## config.mk

```make
export PLATFORM = sky130hd
export DESIGN_NAME = step_pulse_gen
export DESIGN_NICKNAME = d
export VERILOG_FILES = /design/src/rtl/step_pulse_gen.sv
export SDC_FILE = /design/constraint.sdc
export NUM_CORES = 1
export LEC_CHECK = 0
export CORE_MARGIN = 2
export CORE_UTILIZATION = 62
export DETAILED_ROUTE_END_ITERATION = 12
export DONT_BUFFER_PORTS = 1
export GPL_TIMING_DRIVEN = 0
export PLACE_DENSITY = 0.89
export SYNTH_ARGS = -nofsm -noshare
export SYNTH_HDL_FRONTEND = slang
export SYNTH_SLANG_ARGS = --single-unit
```

## constraint.sdc

```tcl
create_clock -name clk -period 2.35 [get_ports clk]
set_input_delay 0.47 -clock clk [delete_from_list [all_inputs] [get_ports clk]]
set_output_delay 0.47 -clock clk [all_outputs]
set_load 0.005 [all_outputs]
```

## src/rtl/step_pulse_gen.sv

```systemverilog
// Turns the board's bouncing step pushbutton and run switch into a clean one-cycle
// CPU step strobe, with manual single-step and fixed-rate auto-run modes.
module step_pulse_gen #(
  parameter int SYNC_STAGES     = 2,
  parameter int DEBOUNCE_CYCLES = 100000,
  parameter int RUN_DIV         = 1000000,
  parameter int CNT_W           = 13
) (
  input  logic             clk,
  input  logic             rst,
  input  logic             btn_in,
  input  logic             run_en,
  output logic             step_pulse,
  output logic [CNT_W-1:0] step_count,
  output logic             btn_level,
  output logic             run_mode
);

  localparam int DB_W  = $clog2(DEBOUNCE_CYCLES);
  localparam int DIV_W = $clog2(RUN_DIV);
  localparam logic [DB_W-1:0]  DB_MAX  = DB_W'(DEBOUNCE_CYCLES - 1);
  localparam logic [DIV_W-1:0] DIV_MAX = DIV_W'(RUN_DIV - 1);

  typedef enum logic [1:0] {IDLE, HELD, RUN} state_t;

  logic [SYNC_STAGES-1:0] btn_sync_q, btn_sync_d;
  logic [SYNC_STAGES-1:0] run_sync_q, run_sync_d;
  logic [DB_W-1:0]        db_cnt_q, db_cnt_d;
  logic                   btn_level_q, btn_level_d;
  logic [DIV_W-1:0]       div_q, div_d;
  state_t                 state_q, state_d;
  logic                   step_pulse_q, step_pulse_d;
  logic [CNT_W-1:0]       step_count_q, step_count_d;
  logic                   btn_synced;

  assign btn_synced = btn_sync_q[SYNC_STAGES-1];
  assign run_mode   = run_sync_q[SYNC_STAGES-1];
  assign btn_level  = btn_level_q;
  assign step_pulse = step_pulse_q;
  assign step_count = step_count_q;

  always_comb begin
    btn_sync_d  = {btn_sync_q[SYNC_STAGES-2:0], btn_in};
    run_sync_d  = {run_sync_q[SYNC_STAGES-2:0], run_en};
    db_cnt_d    = '0;
    btn_level_d = btn_level_q;
    // Any return to agreement before the count completes discards the run.
    if (btn_synced != btn_level_q) begin
      if (db_cnt_q == DB_MAX) begin
        btn_level_d = ~btn_level_q;
      end else begin
        db_cnt_d = db_cnt_q + DB_W'(1);
      end
    end
  end

  always_comb begin
    state_d      = state_q;
    div_d        = '0;
    step_pulse_d = 1'b0;
    case (state_q)
      // Only a fresh rise can leave btn_level high in IDLE, so level == edge here.
      IDLE: begin
        if (run_mode) begin
          state_d = RUN;
        end else if (btn_level_q) begin
          step_pulse_d = 1'b1;
          state_d      = HELD;
        end
      end
      HELD: begin
        if (run_mode) begin
          state_d = RUN;
        end else if (!btn_level_q) begin
          state_d = IDLE;
        end
      end
      RUN: begin
        if (!run_mode) begin
          state_d = btn_level_q ? HELD : IDLE;
        end else if (div_q == DIV_MAX) begin
          step_pulse_d = 1'b1;
        end else begin
          div_d = div_q + DIV_W'(1);
        end
      end
      default: state_d = IDLE;
    endcase
    step_count_d = step_pulse_d ? step_count_q + CNT_W'(1) : step_count_q;
  end

  always_ff @(posedge clk) begin
    if (rst) begin
      btn_sync_q   <= '0;
      run_sync_q   <= '0;
      db_cnt_q     <= '0;
      btn_level_q  <= 1'b0;
      div_q        <= '0;
      state_q      <= IDLE;
      step_pulse_q <= 1'b0;
      step_count_q <= '0;
    end else begin
      btn_sync_q   <= btn_sync_d;
      run_sync_q   <= run_sync_d;
      db_cnt_q     <= db_cnt_d;
      btn_level_q  <= btn_level_d;
      div_q        <= div_d;
      state_q      <= state_d;
      step_pulse_q <= step_pulse_d;
      step_count_q <= step_count_d;
    end
  end

endmodule

```

-- Word level (Yosys, flattened, before mapping)
Index checks and enable logic that the tools add are counted.
Widths: inputs -> output; s select.
- register bits: 58
- output and inout bits: 16
- word-level logic and storage cells: 40
- bits of input ports: 4
- multiplexer cells: 12
- add/sub/neg operators: 3
- equal/unequal tests: 8
- bitwise operators: 4
- reductions and logical operators: 5
- operator list (cell ; count):
    $add 20x1->20 const B ; 1
    $eq 20x20->1 const B ; 1
    $add 17x1->17 const B ; 1
    $eq 17x17->1 const B ; 1
    $add 13x1->13 const B ; 1
    $mux 2 ; 5
    $ne 3x3->1 const B ; 2
    $pmux 2 s3 ; 1
    $mux 1 ; 5
    $not 1->1 ; 4
    $reduce_or 4->1 ; 1
    $reduce_and 3->1 ; 1
    $reduce_or 3->1 ; 1
    $eq 2x1->1 const B ; 1
    $eq 2x2->1 const B ; 1
    $logic_not 2->1 ; 1
    $ne 2x2->1 const B ; 1
    $pmux 1 s2 ; 1
    $reduce_and 2->1 ; 1
    $ne 1x1->1 ; 1

-- Depth between registers and ports, before layout
Gate-level depths: netlist of the first run.
- depth in word-level cells: 4
- gate-level depth with buffers: 7
- mapped depth without buffers: 5

-- Least setup slack after synthesis of the first run
No wires, ideal clock.
- kind: flip-flop to flip-flop
- from: register div_q[7]
- to: register step_count_q[4] (netlist: step_count[4])
- buffers on the path: 1
- period minus slack after synthesis: 2.021 ns
- cell stages (with the launch flop): 6
- data arrival time: 1.900 ns
- slack: 0.329 ns
- path through: dfxtp_1 or4b_4 or4_4 clkbuf_8 o21ai_1 mux2_2
- cells in the longest elaborated chain, start to end: 4
- ends and longest elaborated chain (element ; RTL line ; source):
    start, declared ; 30 ; logic [DIV_W-1:0] div_q, div_d;
    start signal, assigned ; 107 ; div_q <= div_d;
    $eq 20x20->1 ; 81 ; end else if (div_q == DIV_MAX) begin
    $mux 1 ; 81 ;
    $mux 1 ; 79 ; if (!run_mode) begin
    $pmux 1 s2 ; 61 ; case (state_q)
    end signal, assigned ; 110 ; step_count_q <= step_count_d;
    end, declared ; 33 ; logic [CNT_W-1:0] step_count_q, step_count_d;
Every way passes these cells.
A chain may end at the register's enable or synchronous reset.

-- Final worst setup path of the first run
- from: register div_q[0]
- to: register step_count_q[2] (netlist: step_count[2])
Same word-level chain as after synthesis.

==> flow_metrics.env, run 1 <==
export IMPL_period_share_pct=95.0
export IMPL_layout_commonest_cell="dfxtp_1"
export IMPL_die_y_um=72.8
export IMPL_cts_tree="yes"
export IMPL_sw_frac_of_total_pct=20.9
export IMPL_end_kind="register"
export IMPL_post_cts_repair_setup_buffers=0
export IMPL_ys_flop_type="dfxtp_1"
export IMPL_dp_hpwl_um=4240
export IMPL_slew_headroom_pct=58.3
export IMPL_slowest_stage="or4_4"
export IMPL_hp_class="input pin to register"
export IMPL_drive_above_1_share_pct=10.5
export IMPL_grt_pass1_vias=2405
export IMPL_antenna_found_initial=0
export IMPL_clock_path_buffers=2
export IMPL_clock_sinks=58
export IMPL_status="completed"
export IMPL_io_buffers=0
export IMPL_hold_buffers=0
export IMPL_instances_no_fill=415
export IMPL_multi_input_area_sq_mm=0.00168
export IMPL_grt_pass1_wl_um=10300
export IMPL_synthArstFlopShare_pct=0
export IMPL_hold_violations=0
export IMPL_synth_avg_cell_area_sq_um=8.49
export IMPL_worstMarginPinSlew_ns=0.617
export IMPL_place_inst=400
export IMPL_clk_insertion_delay_late_ns=0.33
export IMPL_synth_seq_cells=58
export IMPL_switching_power_mw=0.403
export IMPL_seqPwrFrac_pct=52.4
export IMPL_gp_congestion=0.854
export IMPL_power_leakage_nw=1.04
export IMPL_h_tree_depth=3
export IMPL_vias=2597
export IMPL_power_density_mw_per_mm2=603
export IMPL_ant_nets=0
export IMPL_seqCellArea_sq_mm=0.00116
export IMPL_max_freq_mhz=448
export IMPL_place_area_sq_mm=0.00301
export IMPL_fin_util_pct=69.2
export IMPL_antenna_cells=0
export IMPL_finalInstanceArea_sq_mm=0.00320
export IMPL_report_power_total_mw=1.93
export IMPL_ys_warn_count=0
export IMPL_grt_max_degree=11
export IMPL_dieArea_sq_mm=0.00530
export IMPL_worstSetupPathType="register to register"
export IMPL_ys_seq_area_share_pct=39.5
export IMPL_clkSlewWorstSetupHoldPaths_ns=0.06
export IMPL_placementRows=25
export IMPL_wl_um=6120
export IMPL_io_pins=20
export IMPL_slowest_delay_ns=0.59
export IMPL_finalNetCount=364
export IMPL_internal_power_mw=1.53
export IMPL_worstPathArrival_ns=2.45
export IMPL_finalSetupTns_ns=0
export IMPL_synth_cells=346
export IMPL_die_x_um=72.8
export IMPL_pwr_share_comb_pct=2.7
export IMPL_ir_drop_mv=0.503
export IMPL_crit_required_ns=2.56
export IMPL_dr_pass1_iters=4
export IMPL_cts_made_buffers=9
export IMPL_fill_cells=369
export IMPL_synth_nets=353
export IMPL_fin_skew_ns=0.00488
export IMPL_most_common_layout_cells="dfxtp_1 (58), nor2_1 (39), nand2_1 (26)"
export IMPL_drv_slew=0
export IMPL_drc_errors=0
export IMPL_detail_route_wl_per_cell_um=14.8
export IMPL_setup_viol=0
export IMPL_netlist_area_sq_mm=0.00294
export IMPL_core_area_sq_mm=0.00463
export IMPL_grt_overflow=0
export IMPL_ys_types=50
export IMPL_critPathMaxFanout=10
export IMPL_drtIter0Drc=155
export IMPL_cp_cell_sequence="ha_1 > nand2_1 > or4_4 > clkbuf_8 > o21ai_1 > mux2_2"
export IMPL_pwr_share_clk_pct=45.0
export IMPL_cp_start_kind="register"
export IMPL_viasPerCell=6.26
export IMPL_syn_to_final_growth_pct=9.03
export IMPL_fin_crit_ns=2.23
export IMPL_track_usage_pct=24.7
export IMPL_synth_edf_count=0
export IMPL_cap_violations=0
export IMPL_rsz0062_at_grt="false"
export IMPL_cts_root_buf="clkbuf_8"
export IMPL_initial_core_util_pct=63.5
-- sequential cells by signal, indices dropped and copies added (netlist names) --
| name | flops |
|---|---|
| div_q | 20 |
| db_cnt_q | 17 |
| step_count | 13 |
| btn_sync_q | 2 |
| run_sync_q | 2 |
| state_q | 2 |
| btn_level | 1 |
| step_pulse | 1 |
-- layout make-up --
cell class	instances	share of cell area, %
Tap cell	54	2.11
Clock inverter	3	1.25
Clock buffer	12	4.53
Buffer	15	2.73
Multi-Input combinational cell	268	52.5
Inverter	5	0.586
Sequential cell	58	36.2
-- path summary, 6_finish.rpt --
check	end	startpoint	slack (ns)	cells past startpoint
setup reg to reg	step_count[2]	div_q[0]	0.12	6
hold / removal	btn_sync_q[0]	btn_in	0.27	1
hold reg to reg	btn_sync_q[1]	btn_sync_q[0]	0.44	1
setup / recovery	step_count[2]	div_q[0]	0.12	6
-- cell families after synthesis --
| group | count (synthesis) | synth area share, % |
|---|---|---|
| DFF | 58 | 39.5 |
| muxes | 8 | 2.85 |
| and+or+nand+nor | 183 | 35.5 |
| buffers and inverters | 20 | 3.62 |
| xor gates and xnor gates | 23 | 6.86 |
| adders and majority gates | 3 | 1.28 |
| AOI/OAI and AO/OA | 51 | 10.3 |
-- cells in the mapped netlist, types with 6 or more instances --
| cell | instances | share of area [%] |
|---|---|---|
| clkbuf_1 | 8 | 1.0 |
| o21ai_0 | 13 | 2.2 |
| nand2_1 | 26 | 3.3 |
| xor2_1 | 11 | 3.3 |
| nand3_1 | 21 | 3.6 |
| or3_1 | 14 | 3.0 |
| dfxtp_1 | 58 | 40 |
| nor4_1 | 9 | 1.9 |
| a21oi_1 | 17 | 2.9 |
| nor2_1 | 39 | 5.0 |
| nand4_1 | 16 | 3.4 |
| nor2b_1 | 8 | 1.7 |
| and3_1 | 7 | 1.5 |
| o211ai_1 | 6 | 1.5 |
| xnor2_1 | 12 | 3.6 |
-- what timing repair did --
item / CTS / global route
endpoints found under the setup margin: 0 / 6
hold endpoints to repair: 0 / 0
resized for setup: 0 / 2
-- power groups by stage --
stage               clock (mW)  sequential, mW  combinational (mW)
global route             0.924            1.01              0.0578
CTS                      0.887            1.01              0.0512
detailed placement           0            1.03              0.0508
finish                   0.868            1.01              0.0518
global placement             0            1.03              0.0483
floorplan                    0            1.03              0.0410
-- per-stage QoR --
stage	hold WS (ns)	worst slack, ns
finish	0.271	0.117
floorplan	0.414	0.329
CTS	0.256	0.0674
global placement	0.421	0.0845
global route	0.261	0.0256
detailed placement	0.428	0.0922
-- routing by layer --
| layer | up-vias | track usage (%) | part of all wire, % |
|---|---|---|---|
| li1 | 1294 | - | - |
| met1 | 1209 | 30.2 | 44 |
| met2 | 82 | 39.6 | 47 |
| met3 | 12 | 7.87 | 7.1 |
| met4 | 0 | 11.1 | 1.6 |
| met5 | - | 0 | 0 |
-- critical path, delay by kind of cell (launching register included) --
kind | cells | cell delay [ns]
buffers and inverters | 1 | 0.20
DFF | 1 | 0.41
adders and majority gates | 1 | 0.25
muxes | 1 | 0.35
and+or+nand+nor | 2 | 0.74
AOI/OAI and AO/OA | 1 | 0.17
No activity file was read; power rests on OpenSTA's default activity.
==> run 2, diff against run 1 <==
ABC_AREA = 1   (was default)
CTS_CLUSTER_DIAMETER = 50   (was default)
==> flow_metrics.env, run 2 <==
export IMPL_core_area_sq_mm=0.00466
export IMPL_placementRows=25
export IMPL_period_share_pct=75.0
export IMPL_clk_insertion_delay_late_ns=0.35
export IMPL_yosysMostFrequentCell="nand2_1"
export IMPL_drtIter0Drc=138
export IMPL_worstMarginPinSlew_ns=0.595
export IMPL_dieArea_sq_mm=0.00536
export IMPL_finalInstanceArea_sq_mm=0.00326
export IMPL_cap_violations=0
export IMPL_viasPerCell=5.48
export IMPL_drv_slew=0
export IMPL_finalNetCount=423
export IMPL_drive_above_1_share_pct=15.7
export IMPL_synth_seq_cells=58
export IMPL_grt_max_degree=13
export IMPL_cpLargestDelayFamily="simple AND/OR/NAND/NOR gates"
export IMPL_io_buffers=0
export IMPL_max_freq_mhz=568
export IMPL_synth_area_leaders="dfxtp_1 (39%), nand2_1 (9.5%), nor2_1 (7.1%)"
export IMPL_report_power_total_mw=2.06
export IMPL_cp_start_kind="register"
export IMPL_clock_sinks=58
export IMPL_h_tree_depth=3
export IMPL_track_usage_pct=25.3
export IMPL_clock_path_buffers=2
export IMPL_regMostFlops="div_q"
export IMPL_drc_errors=0
export IMPL_post_cts_repair_setup_buffers=0
export IMPL_cts_made_buffers=9
export IMPL_hold_depth=2
export IMPL_grt_pass1_wl_um=10500
export IMPL_ys_warn_count=0
export IMPL_ant_nets=0
export IMPL_cp_buffers_inverters=1
export IMPL_antenna_found_initial=0
export IMPL_synth_cells=405
export IMPL_slowest_delay_ns=0.38
export IMPL_rsz0062_at_grt="false"
export IMPL_dr_pass1_iters=4
export IMPL_die_x_um=73.2
export IMPL_setup_slack_ns=0.588
export IMPL_instances_no_fill=475
export IMPL_layout_commonest_cell="nand2_1"
export IMPL_worstPathArrival_ns=1.99
export IMPL_cp_common_cell="nand3_2"
export IMPL_fin_skew_ns=0.00834
export IMPL_detail_route_wl_per_cell_um=12.6
export IMPL_hold_violations=0
export IMPL_cts_tree="yes"
export IMPL_critPathMaxFanout=10
export IMPL_cts_resized_gates=0
export IMPL_synth_top_area_share_pct=39.1
export IMPL_end_kind="register"
export IMPL_cts_root_buf="clkbuf_8"
export IMPL_antenna_cells=0
export IMPL_most_common_layout_cells="nand2_1 (75), dfxtp_1 (58), nor2_1 (56)"
export IMPL_ys_flop_type="dfxtp_1"
export IMPL_hp_class="input pin to register"
export IMPL_power_density_mw_per_mm2=631
export IMPL_worstSetupPathType="register to register"
export IMPL_power_leakage_nw=1.13
export IMPL_grt_pass1_vias=2479
export IMPL_cp_cell_sequence="ha_1 > nand3_2 > nor2_4 > nand2_1 > nand3_2 > buf_4 > a21oi_1"
export IMPL_synthArstFlopShare_pct=0
export IMPL_cp_depth=7
export IMPL_synth_edf_count=0
export IMPL_initial_core_util_pct=63.7
export IMPL_setup_viol=0
export IMPL_netlist_area_sq_mm=0.00297
export IMPL_gp_congestion=0.882
export IMPL_place_inst=459
export IMPL_status="completed"
export IMPL_largest_reg_flops=20
export IMPL_grt_overflow=0
export IMPL_crit_required_ns=2.58
export IMPL_clkSlewWorstSetupHoldPaths_ns=0.07
export IMPL_slowest_stage="dfxtp_1"
export IMPL_wl_um=5970
export IMPL_synth_common_cells="nand2_1 (75), dfxtp_1 (58), nor2_1 (56), inv_1 (52), nand3_1 (33)"
export IMPL_slew_headroom_pct=60.3
export IMPL_vias=2603
export IMPL_synth_largest_area_cell="dfxtp_1"
export IMPL_ys_seq_area_share_pct=39.1
export IMPL_synth_avg_cell_area_sq_um=7.33
export IMPL_io_pins=20
export IMPL_ir_drop_mv=0.612
export IMPL_die_y_um=73.2
export IMPL_syn_to_final_growth_pct=9.90
export IMPL_dp_hpwl_um=4420
export IMPL_ys_types=33
export IMPL_hold_buffers=0
export IMPL_place_area_sq_mm=0.00304
export IMPL_r2r_cells=7
export IMPL_place_ws_ns=0.609
export IMPL_finalSetupTns_ns=0
export IMPL_synth_nets=412
export IMPL_fin_crit_ns=1.76
-- run 2: worst paths after layout --
| kind | from | end | slack, ns |
|---|---|---|---|
| worst max-delay path | div_q[0] | div_q[12] | 0.59 |
| worst min-delay path | run_en | run_sync_q[0] | 0.22 |
| worst max register to register | div_q[0] | div_q[12] | 0.59 |
| worst min register to register | run_sync_q[0] | run_sync_q[1] | 0.41 |
-- run 2: metal layers --
metal	track usage (%)	up-vias	share of wire (%)
met5	0	-	0
met4	10.9	0	2.3
met3	8.84	16	6.0
met2	41.3	73	48
met1	29.8	1211	44
li1	-	1303	-
-- run 2: logic make-up after synthesis --
logic type	synth area share, %
compound gates	6.24
xor+xnor	7.08
buf+inv	9.10
flops	39.1
simple gates	37.2
fa+ha+maj	1.26
-- run 2: power by group --
group | internal (mW) | total (mW) | leakage [nW] | switching, mW
combinational | 0.00520 | 0.0210 | 0.549 | 0.0158
sequential | 0.986 | 0.989 | 0.468 | 0.00216
clock | 0.605 | 1.05 | 0.110 | 0.443
total | 1.60 | 2.06 | 1.13 | 0.461
-- run 2: metrics by stage --
step | hold WS (ns) | utilization (%)
finish | 0.224 | 70.0
detailed placement | 0.395 | 65.2
floorplan | 0.388 | -
CTS | 0.224 | 70.0
global route | 0.222 | 70.0
global placement | 0.390 | 65.2
-- run 2: final cells by class --
class | instances | area [sq um]
clock buffers | 9 | 124
multi-input cells | 282 | 1540
clock inverters | 7 | 103
well taps | 54 | 67.6
inverters | 58 | 218
plain buffers | 7 | 52.6
fillers | 360 | 1400
flip-flops and latches | 58 | 1160
